## config.mk

```make
export PLATFORM = sky130hd
export DESIGN_NAME = xor_parity_scheduler_flat
export DESIGN_NICKNAME = d
export VERILOG_FILES = /design/src/rtl/xor_sched_pkg.sv /design/src/rtl/xor_parity_scheduler_if.sv /design/src/rtl/xor_parity_scheduler_arbiter.sv /design/src/rtl/xor_parity_scheduler.sv /design/src/flat_wrapper.sv
export SDC_FILE = /design/constraint.sdc
export NUM_CORES = 1
export LEC_CHECK = 0
export CORE_MARGIN = 4
export CORE_UTILIZATION = 45
export CTS_BUF_LIST = sky130_fd_sc_hd__clkbuf_2 sky130_fd_sc_hd__clkbuf_4 sky130_fd_sc_hd__clkbuf_8
export CTS_CLUSTER_DIAMETER = 40
export CTS_CLUSTER_SIZE = 28
export DETAILED_ROUTE_END_ITERATION = 7
export GPL_TIMING_DRIVEN = 0
export PLACE_DENSITY_LB_ADDON = 0.12
export SYNTH_ARGS = -nofsm -noshare
export SYNTH_HDL_FRONTEND = slang
export SYNTH_SLANG_ARGS = --single-unit
```

## constraint.sdc

```tcl
create_clock -name clk -period 2.2 [get_ports clk]
set_clock_uncertainty 0.15 [all_clocks]
set_input_delay 0.44 -clock clk [delete_from_list [all_inputs] [get_ports clk]]
set_output_delay 0.44 -clock clk [all_outputs]
set_load 0.02 [all_outputs]
```

## src/rtl/xor_sched_pkg.sv

```systemverilog
// -----------------------------------------------------------------------------
// xor_sched_pkg
// Shared definitions for the XOR parity scheduler: FSM state encoding,
// requester count, requester-index width and small index helpers used by
// both the arbiter and the scheduler core.
// -----------------------------------------------------------------------------
package xor_sched_pkg;

    localparam int NREQ = 3;
    localparam int ID_W = 2;

    typedef enum logic [1:0] {
        ST_IDLE  = 2'd0,
        ST_LOAD  = 2'd1,
        ST_SHIFT = 2'd2,
        ST_DONE  = 2'd3
    } state_t;

    // Next requester index modulo NREQ; the unused code 3 folds back to 0.
    function automatic logic [ID_W-1:0] rr_inc(input logic [ID_W-1:0] idx);
        case (idx)
            2'd0:    rr_inc = 2'd1;
            2'd1:    rr_inc = 2'd2;
            default: rr_inc = 2'd0;
        endcase
    endfunction

    // Requester index to one-hot grant vector; an illegal index grants nobody.
    function automatic logic [NREQ-1:0] id_onehot(input logic [ID_W-1:0] idx);
        case (idx)
            2'd0:    id_onehot = 3'b001;
            2'd1:    id_onehot = 3'b010;
            2'd2:    id_onehot = 3'b100;
            default: id_onehot = 3'b000;
        endcase
    endfunction

endpackage

```

## src/rtl/xor_parity_scheduler_if.sv

```systemverilog
// -----------------------------------------------------------------------------
// xor_parity_scheduler_if
// Request/result bundle of the XOR parity scheduler.
//   req[2:0]        level requests, held until the matching grant
//   data0..data2    words to check, one per requester
//   odd             parity mode (0 even, 1 odd), sampled when the word loads
//   grant[2:0]      one-hot one-cycle pulse, requester's word captured
//   busy            scheduler not idle
//   done            one-cycle pulse, parity/done_id valid
//   parity, done_id result bit and served requester index
// master: requester side; slave: scheduler side.
// -----------------------------------------------------------------------------
interface xor_parity_scheduler_if
    import xor_sched_pkg::*;
#(
    parameter int WIDTH = 8
);
    logic [NREQ-1:0]  req;
    logic [WIDTH-1:0] data0;
    logic [WIDTH-1:0] data1;
    logic [WIDTH-1:0] data2;
    logic             odd;
    logic [NREQ-1:0]  grant;
    logic             busy;
    logic             done;
    logic             parity;
    logic [ID_W-1:0]  done_id;

    modport master (
        output req, data0, data1, data2, odd,
        input  grant, busy, done, parity, done_id
    );

    modport slave (
        input  req, data0, data1, data2, odd,
        output grant, busy, done, parity, done_id
    );
endinterface

```

## src/rtl/xor_parity_scheduler_arbiter.sv

```systemverilog
// -----------------------------------------------------------------------------
// rr_arbiter3
// Combinational round-robin pick among three requesters.
//   req[2:0]    request vector
//   ptr[1:0]    highest-priority index this round (3 treated as 0)
//   winner[1:0] first asserted index searching ptr, ptr+1, ptr+2 (mod 3)
//   any         at least one request asserted
// -----------------------------------------------------------------------------
module rr_arbiter3
    import xor_sched_pkg::*;
(
    input  logic [NREQ-1:0] req,
    input  logic [ID_W-1:0] ptr,
    output logic [ID_W-1:0] winner,
    output logic            any
);
    logic [ID_W-1:0] idx0_s;
    logic [ID_W-1:0] idx1_s;
    logic [ID_W-1:0] idx2_s;

    // Priority search starting at the round-robin pointer.
    always_comb begin
        idx0_s = (ptr == 2'd3) ? 2'd0 : ptr;
        idx1_s = rr_inc(idx0_s);
        idx2_s = rr_inc(idx1_s);
        any    = |req;
        if (req[idx0_s]) begin
            winner = idx0_s;
        end else if (req[idx1_s]) begin
            winner = idx1_s;
        end else if (req[idx2_s]) begin
            winner = idx2_s;
        end else begin
            winner = 2'd0;
        end
    end
endmodule

```

## src/rtl/xor_parity_scheduler.sv

```systemverilog
// -----------------------------------------------------------------------------
// xor_parity_scheduler
// One serial XOR engine shared by three requesters. A round-robin winner is
// latched in IDLE, its word is captured in LOAD, reduced one bit per cycle in
// SHIFT (WIDTH cycles) and the result is presented for one cycle in DONE.
//   clk    rising-edge clock
//   rst_n  asynchronous active-low reset
//   bus    xor_parity_scheduler_if.slave (requests, data, results)
// All outputs come straight from registers.
// -----------------------------------------------------------------------------
module xor_parity_scheduler
    import xor_sched_pkg::*;
#(
    parameter int WIDTH = 8
)
(
    input  logic                   clk,
    input  logic                   rst_n,
    xor_parity_scheduler_if.slave  bus
);
    localparam int                CNT_W    = $clog2(WIDTH + 1);
    localparam logic [CNT_W-1:0]  CNT_LAST = CNT_W'(WIDTH - 1);

    state_t           state_r;
    state_t           state_nxt_s;
    logic [ID_W-1:0]  ptr_r;
    logic [ID_W-1:0]  winner_r;
    logic [ID_W-1:0]  arb_winner_s;
    logic             arb_any_s;
    logic [WIDTH-1:0] sel_data_s;
    logic [WIDTH-1:0] sreg_r;
    logic             acc_r;
    logic             mode_r;
    logic [CNT_W-1:0] cnt_r;
    logic [NREQ-1:0]  grant_r;
    logic             busy_r;
    logic             done_r;
    logic             parity_r;
    logic [ID_W-1:0]  done_id_r;

    rr_arbiter3 u_arb (
        .req    (bus.req),
        .ptr    (ptr_r),
        .winner (arb_winner_s),
        .any    (arb_any_s)
    );

    // Word of the latched winner; only consumed in LOAD, so later data changes are harmless.
    always_comb begin
        case (winner_r)
            2'd0:    sel_data_s = bus.data0;
            2'd1:    sel_data_s = bus.data1;
            2'd2:    sel_data_s = bus.data2;
            default: sel_data_s = {WIDTH{1'b0}};
        endcase
    end

    // FSM next-state decode.
    always_comb begin
        state_nxt_s = state_r;
        case (state_r)
            ST_IDLE: begin
                if (arb_any_s) begin
                    state_nxt_s = ST_LOAD;
                end else begin
                    state_nxt_s = ST_IDLE;
                end
            end
            ST_LOAD:  state_nxt_s = ST_SHIFT;
            ST_SHIFT: begin
                if (cnt_r == CNT_LAST) begin
                    state_nxt_s = ST_DONE;
                end else begin
                    state_nxt_s = ST_SHIFT;
                end
            end
            ST_DONE:  state_nxt_s = ST_IDLE;
            default:  state_nxt_s = ST_IDLE;
        endcase
    end

    // Datapath, arbitration pointer and registered outputs.
    always_ff @(posedge clk or negedge rst_n) begin
        if (!rst_n) begin
            state_r   <= ST_IDLE;
            ptr_r     <= 2'd0;
            winner_r  <= 2'd0;
            sreg_r    <= {WIDTH{1'b0}};
            acc_r     <= 1'b0;
            mode_r    <= 1'b0;
            cnt_r     <= {CNT_W{1'b0}};
            grant_r   <= 3'b000;
            busy_r    <= 1'b0;
            done_r    <= 1'b0;
            parity_r  <= 1'b0;
            done_id_r <= 2'd0;
        end else begin
            state_r <= state_nxt_s;
            busy_r  <= (state_nxt_s != ST_IDLE);
            grant_r <= 3'b000;
            done_r  <= 1'b0;
            case (state_r)
                ST_IDLE: begin
                    if (arb_any_s) begin
                        winner_r <= arb_winner_s;
                        grant_r  <= id_onehot(arb_winner_s);
                    end
                end
                ST_LOAD: begin
                    sreg_r <= sel_data_s;
                    acc_r  <= 1'b0;
                    mode_r <= bus.odd;
                    cnt_r  <= {CNT_W{1'b0}};
                end
                ST_SHIFT: begin
                    acc_r  <= acc_r ^ sreg_r[0];
                    sreg_r <= {1'b0, sreg_r[WIDTH-1:1]};
                    cnt_r  <= cnt_r + CNT_W'(1);
                    // Result is formed on the last shift so it is registered by DONE.
                    if (cnt_r == CNT_LAST) begin
                        done_r    <= 1'b1;
                        parity_r  <= acc_r ^ sreg_r[0] ^ mode_r;
                        done_id_r <= winner_r;
                    end
                end
                ST_DONE: begin
                    ptr_r <= rr_inc(winner_r);
                end
                default: begin
                    ptr_r <= 2'd0;
                end
            endcase
        end
    end

    assign bus.grant   = grant_r;
    assign bus.busy    = busy_r;
    assign bus.done    = done_r;
    assign bus.parity  = parity_r;
    assign bus.done_id = done_id_r;

endmodule

```

## src/flat_wrapper.sv

```systemverilog
// flat-port wrapper written by rule: the top's interface ports become plain ports
module xor_parity_scheduler_flat import xor_sched_pkg::*;
#(
    parameter int WIDTH = 8
)
  (clk, rst_n, bus_req, bus_data0, bus_data1, bus_data2, bus_odd, bus_grant, bus_busy, bus_done, bus_parity, bus_done_id);
  xor_parity_scheduler_if #(.WIDTH(WIDTH)) bus_i ();
  input  logic clk;
  input  logic rst_n;
  input wire logic [$bits(bus_i.req)-1:0] bus_req;
  input wire logic [$bits(bus_i.data0)-1:0] bus_data0;
  input wire logic [$bits(bus_i.data1)-1:0] bus_data1;
  input wire logic [$bits(bus_i.data2)-1:0] bus_data2;
  input wire logic [$bits(bus_i.odd)-1:0] bus_odd;
  output wire logic [$bits(bus_i.grant)-1:0] bus_grant;
  output wire logic [$bits(bus_i.busy)-1:0] bus_busy;
  output wire logic [$bits(bus_i.done)-1:0] bus_done;
  output wire logic [$bits(bus_i.parity)-1:0] bus_parity;
  output wire logic [$bits(bus_i.done_id)-1:0] bus_done_id;
  assign bus_i.req = bus_req;
  assign bus_i.data0 = bus_data0;
  assign bus_i.data1 = bus_data1;
  assign bus_i.data2 = bus_data2;
  assign bus_i.odd = bus_odd;
  assign bus_grant = bus_i.grant;
  assign bus_busy = bus_i.busy;
  assign bus_done = bus_i.done;
  assign bus_parity = bus_i.parity;
  assign bus_done_id = bus_i.done_id;
  xor_parity_scheduler #(.WIDTH(WIDTH)) u_core (.clk(clk), .rst_n(rst_n), .bus(bus_i));
endmodule
```

# Yosys cells after proc, flatten, opt, wreduce, memory -nomap -nowiden
# Index checks and enable logic that the tools add are counted.
[word_totals] reg_bits=28 input_bits=30
[op_classes] n_addsub=1 order_cmp=3 eq_ne=11 n_mux=25 bitwise_logic=2 reduce_logical=10
[op_table] cell="one-hot mux 8 bit (3 select lines)" n=1
[op_table] cell="one-hot mux 8 bit (2 select lines)" n=1
[op_table] cell="one-hot mux 2 bit (2 select lines)" n=3
[op_table] cell="== test 2 x 1 -> 1 bit, second input constant" n=5
[op_table] cell="== test 2 bit, second input constant" n=5
[op_table] cell="logical NOT 2 bit" n=5
[op_table] cell="< comparator 2 x 3 -> 1 bit, second input constant" n=3
[op_table] cell="one-hot mux 3 bit (3 select lines)" n=1
[op_table] cell="two-way mux 2 bit" n=4
[op_table] cell="one-hot mux 2 bit (4 select lines)" n=1
[op_table] cell="one-hot mux 4 bit (2 select lines)" n=1
[op_table] cell="two-way mux 1 bit" n=7
[op_table] cell="binary-select mux 1 bit (select 2 bit)" n=3
[op_table] cell="two-way mux 3 bit" n=2
[op_table] cell="adder 4 x 1 -> 4 bit, second input constant" n=1
[op_table] cell="== test 4 x 3 -> 1 bit, second input constant" n=1
[op_table] cell="AND reduction 2 bit" n=2
[op_table] cell="nonzero test 2 bit" n=2
[op_table] cell="OR reduction 3 bit" n=1
[op_table] cell="one-hot mux 1 bit (2 select lines)" n=1
[op_table] cell="XOR 1 bit" n=2

# Depth between registers and ports, before layout
[depth] depth_word=15 ltp_mapped=7 depth_no_buf=6

# By module
# A second synthesis with hierarchy kept.
[hier_totals] hier_cells=136 hier_area_um2=1531.5
[modules_own_cells] module="xor_parity_scheduler" n_inst=1 cells_each=116 area_per_inst_um2=1386.3 seq_area_each_um2=700.7
[modules_own_cells] module="rr_arbiter3" n_inst=1 cells_each=20 area_per_inst_um2=145.1 seq_area_each_um2=0.0

# Worst setup path before layout
# No wires, ideal clock.
[synth_timing] path_kind="register to register" startpoint="register u_core.state_r[0]" endpoint="register u_core.busy_r, in the netlist u_core.bus.busy" arrival_ns=1.334 required_ns=1.923 slack_ns=0.588 path_stages_with_launch=6 n_path_buf=2 period_less_slack_ns=1.612 cell_sequence="dfrtp_1 -> inv_1 -> ha_1 -> buf_2 -> clkbuf_1 -> or2_2"
[synth_between] elab_chain_cells=3 word_cells_on_any_way=6 cone_classes="3 x eq/ne; 1 x mux; 2 x reduce/logical"
[synth_rtl] element="start: declaration" line_no="xor_parity_scheduler.sv:24" text="state_t state_r;"
[synth_rtl] element="start signal: assignment" line_no="xor_parity_scheduler.sv:98" text="state_r <= state_nxt_s;"
[synth_rtl] element="== test 2 bit, or another cell as far along" line_no="xor_parity_scheduler.sv:61" text="case (state_r)"
[synth_rtl] element="one-hot mux 2 bit (4 select lines) (*)" line_no="xor_parity_scheduler.sv:61"
[synth_rtl] element="via u_core.state_nxt_s[1]" line_no="xor_parity_scheduler.sv:25" text="state_t state_nxt_s;"
[synth_rtl] element="nonzero test 2 bit (*)" line_no="xor_parity_scheduler.sv:99" text="busy_r <= (state_nxt_s != ST_IDLE);"
[synth_rtl] element="end signal: assignment" line_no="xor_parity_scheduler.sv:99"
[synth_rtl] element="end: declaration" line_no="xor_parity_scheduler.sv:36" text="logic busy_r;"
# The timed path passes the listed nets; every way through them passes the cells marked *.
# A chain may end at the register's enable or synchronous reset.

# Worst setup path after layout
[layout_timing] startpoint="register u_core.done_id_r[0], in the netlist u_core.bus.done_id[0]" endpoint="output port bus_done_id[0]"
[layout_rtl] element="start: declaration" line_no="xor_parity_scheduler.sv:39" text="logic [ID_W-1:0] done_id_r;"
[layout_rtl] element="start signal: assignment" line_no="xor_parity_scheduler.sv:123" text="done_id_r <= winner_r;"
[layout_rtl] element="end: declaration" line_no="flat_wrapper.sv:19" text="output wire logic [$bits(bus_i.done_id)-1:0] bus_done_id;"
# No word-level cell between the ends.

==> flow_summary_export.csv <==
group,metric,value,unit
global_routing,grt_max_degree,29,
timing,slew_headroom,0.587,
layout,final_cells,256,
worst_setup_path,start_kind,"flip-flop",
timing,worst_tran_pin_value,0.620,ns
floorplanning,fp.dieArea,4410,sq um
timing,tightest_hold_margin,0.342,ns
worst_setup_path,worst-path-buf-inv,1,
worst_setup_path,timing.rr.start,"u_core.state_r[0]",
routing,detail_route.drc_violations,0,
worst_setup_path,ff2ff_setup_slack,0.30,ns
floorplanning,num_io_pins,38,
clock_tree,cts_inserted_buffers,3,
power,static-leakage-power,0.000890,uW
global_routing,groute.usage.overall,0.169,
run_status,status,"finished, final reports clean",
worst_setup_path,critPathMaxFanout,2,
yosys,ys.flop_type,"dfrtp_1",
clock_tree,htreeDepth,1,
clock_tree,cts-resized-gates,0,
yosys,yosys.area.top_type,"dfrtp_1",
yosys,synthTopCellsByArea,"dfrtp_1 (46%), o21ai_0 (8.5%), ha_1 (7.3%), nand2_1 (7.3%), mux2i_1 (6.5%)",
layout,finish.net_count,252,
worst_setup_path,timing_worst_setup_path_type,"reg2out",
power,power_density,1240,nW/um^2
timing,report.final.setup_viol,0,
global_routing,first_global_vias,1365,
floorplanning,die_x,66.4,um
timing,slew_violations,0,
yosys,synth_enable_flop_cells,0,
worst_setup_path,timing.rr.end,"u_core.sreg_r[4]",
yosys,seq_area_frac_synth,0.457,
yosys,netlist_area,1530,sq um
layout,layout-area-overhead-vs-synth,31.5,%
worst_setup_path,cpPeakStageDelay,0.60,ns
yosys,yosys_warnings,0,
timing,final.min_clock_period,1.91,ns
clock_tree,cts_post_setup_buffers_inserted,0,
routing,detailedRoute.firstPassIterationCount,4,
routing,via_per_inst,5.20,
routing,drt_iter0_drc,81,
routing,route.vias.total,1331,
global_routing,grt.overflow.total,0,
timing,grt_setup_unrepaired,"no",
yosys,most_instantiated_cells_after_synthesis,"nand2_1 (30), dfrtp_1 (28), o21ai_0 (26)",
power,power.share.sequential,0.334,
clock_tree,maximum_root_to_sink_buffer_count,2,
power,worst_ir_drop_vdd,0.000663,V
clock_tree,clock_insertion_delay_worst_skew,0.34,ns
routing,avgRoutedWirePerCell,12.8,um
clock_tree,cts_sinks,28,
clock_tree,clk_pin_slew,0.15,ns
worst_setup_path,critical_path_depth,1,
routing,drt_wl_total,3280,um
timing,max_freq,0.524,GHz
timing,sum_of_negative_setup_slack,0,ns
power,power.share.switching,0.419,
yosys,post_synth_inst_count,170,
clock_tree,cts_tree,"done",
clock_tree,clock_tree.root_cell,"clkbuf_4",
yosys,synth_nets,209,
layout,diodes,0,
floorplanning,initial_core_util,0.487,
worst_setup_path,timing.critical_path.max_delay_family,"buffers and inverters",
global_routing,number_of_antenna_violations_at_the_first_check_in_global_routing,0,
timing,finalHoldViolations,0,
job,cap_viol_max_count,0,
worst_setup_path,cp-end-kind,"output port",
worst_setup_path,timing.critical_path.slowest_stage_cell,"clkdlybuf4s50_1",
floorplanning,core-area,3150,sq um
floorplanning,placement_rows,20,
worst_setup_path,timing.critical_path.cells,"clkdlybuf4s50_1",
yosys,synth.ff_latch_count,28,
placement,placement.io_buffers,37,
worst_setup_path,startpoint,"u_core.bus.done_id[0]",
routing,drtAntennaViolNets,0,
placement,dp.final_hpwl,2550,um
placement,numPlacedInstances,251,
power,clock_power_share,0.135,
worst_setup_path,cp_data_required_time,1.61,ns
worst_hold_path,type_of_the_tightest_min_delay_check,"reg2reg",
placement,routabilityCongestion,0.761,
timing,finalWorstSetupSlack,0.292,ns
yosys,netlist.area_leader.share,0.457,
worst_setup_path,timing.critical_path.to,"bus_done_id[0]",
power,p_int,1460,uW
worst_setup_path,cp_data_arrival_time,1.32,ns
floorplanning,chipHeight,66.4,um
timing,fin_crit_sh,0.867,
yosys,synthDistinctLibCells,33,
power,post-layout-total-power,2510,uW
yosys,ffs_w_async_s_r_synth,1.00,
worst_setup_path,worst-r2r-cell-count,7,
layout,fraction_of_final_layout_cells_with_drive_strength_greater_than_1,0.0472,
global_routing,wire_length_of_the_first_global_routing_pass,5900,um
worst_hold_path,hold_path_startpoint,"u_core.bus.done_id[1]",
power,power_frac_comb,0.531,
placement,detailedPlace.worstSlack,0.100,ns
power,switching_power,1050,uW
yosys,postSynthAreaPerCell,9.02,sq um
yosys,synth_most_common_cell,"nand2_1",
[per-stage QoR]
step           area (sq um)  utilization
2_1_floorplan          1530            -
3_3_place_gp           1960        0.621
3_5_place_dp           1960        0.621
4_1_cts                2010        0.638
5_1_grt                2020        0.640
6_report               2020        0.640
[state kept, by name, indices dropped and copies added, names as in the netlist]
| register | count |
|---|---|
| u_core.acc_r | 1 |
| u_core.winner_r | 2 |
| u_core.bus.grant | 3 |
| u_core.bus.done | 1 |
| u_core.ptr_r | 2 |
| u_core.sreg_r | 8 |
| u_core.bus.done_id | 2 |
| u_core.bus.busy | 1 |
| u_core.state_r | 2 |
| u_core.cnt_r | 4 |
| u_core.bus.parity | 1 |
| u_core.mode_r | 1 |
[cells in the final DEF (no fill, tap or decap), types with 3 or more instances in the layout]
master,count
inv_1,9
clkbuf_1,4
nand2_1,30
nor2_1,13
a21oi_1,8
nor2b_1,4
clkbuf_4,3
ha_1,9
nand3_1,5
clkdlybuf4s50_1,36
mux2i_1,10
dfrtp_1,28
o21ai_0,26
[routing by layer]
layer,share of wire,global-route usage,wire length [um],vias to the layer above
met2,0.47,0.287,1530,38
met1,0.47,0.218,1550,634
met5,0,0,0,-
li1,-,-,-,657
met4,0.0046,0.0228,15,0
met3,0.059,0.0476,192,2
[kinds of logic after synthesis]
kind of cell,count (synthesis),synth area share
buffers and inverters,16,0.0424
xor gates and xnor gates,2,0.0114
DFF,28,0.457
adders and majority gates,9,0.0734
muxes,11,0.0726
AOI/OAI and AO/OA,42,0.160
and+or+nand+nor,62,0.184
[how the worst min path moves through the flow]
stage / endpoint / depth (start not counted) / slack (ns)
final: u_core.bus.done_id[1] / 2 / 0.34
after CTS: u_core.bus.done_id[1] / 2 / 0.35
after global placement: u_core.bus.done_id[1] / 2 / 0.31
after detailed placement: u_core.bus.done_id[1] / 2 / 0.31
after global routing: u_core.bus.done_id[1] / 2 / 0.38
after floorplan: u_core.acc_r / 0 / -0.006
[layout make-up]
| type | instances | area (sq um) |
|---|---|---|
| multi-input cells | 126 | 768 |
| clock inverters | 1 | 30.0 |
| fillers | 286 | 1140 |
| well taps | 44 | 55.1 |
| inverters | 9 | 33.8 |
| clock buffers | 3 | 22.5 |
| repair buffers | 38 | 375 |
| flip-flops and latches | 28 | 701 |
| plain buffers | 7 | 31.3 |
[timing repair]
| action | CTS | global route |
|---|---|---|
| hold buffers | 0 | 1 |
| endpoints found under the hold margin | 0 | 28 |
| setup endpoints to repair | 0 | 0 |
[power groups by stage]
stage / registers [uW] / clock network [uW] / logic, uW
final: 838 / 339 / 1330
after global routing: 866 / 364 / 1530
after CTS: 837 / 346 / 1340
after detailed placement: 848 / 0 / 1330
after global placement: 835 / 0 / 1290
after floorplan: 857 / 0 / 929
Note: power is estimated with default switching activity, not from simulation.
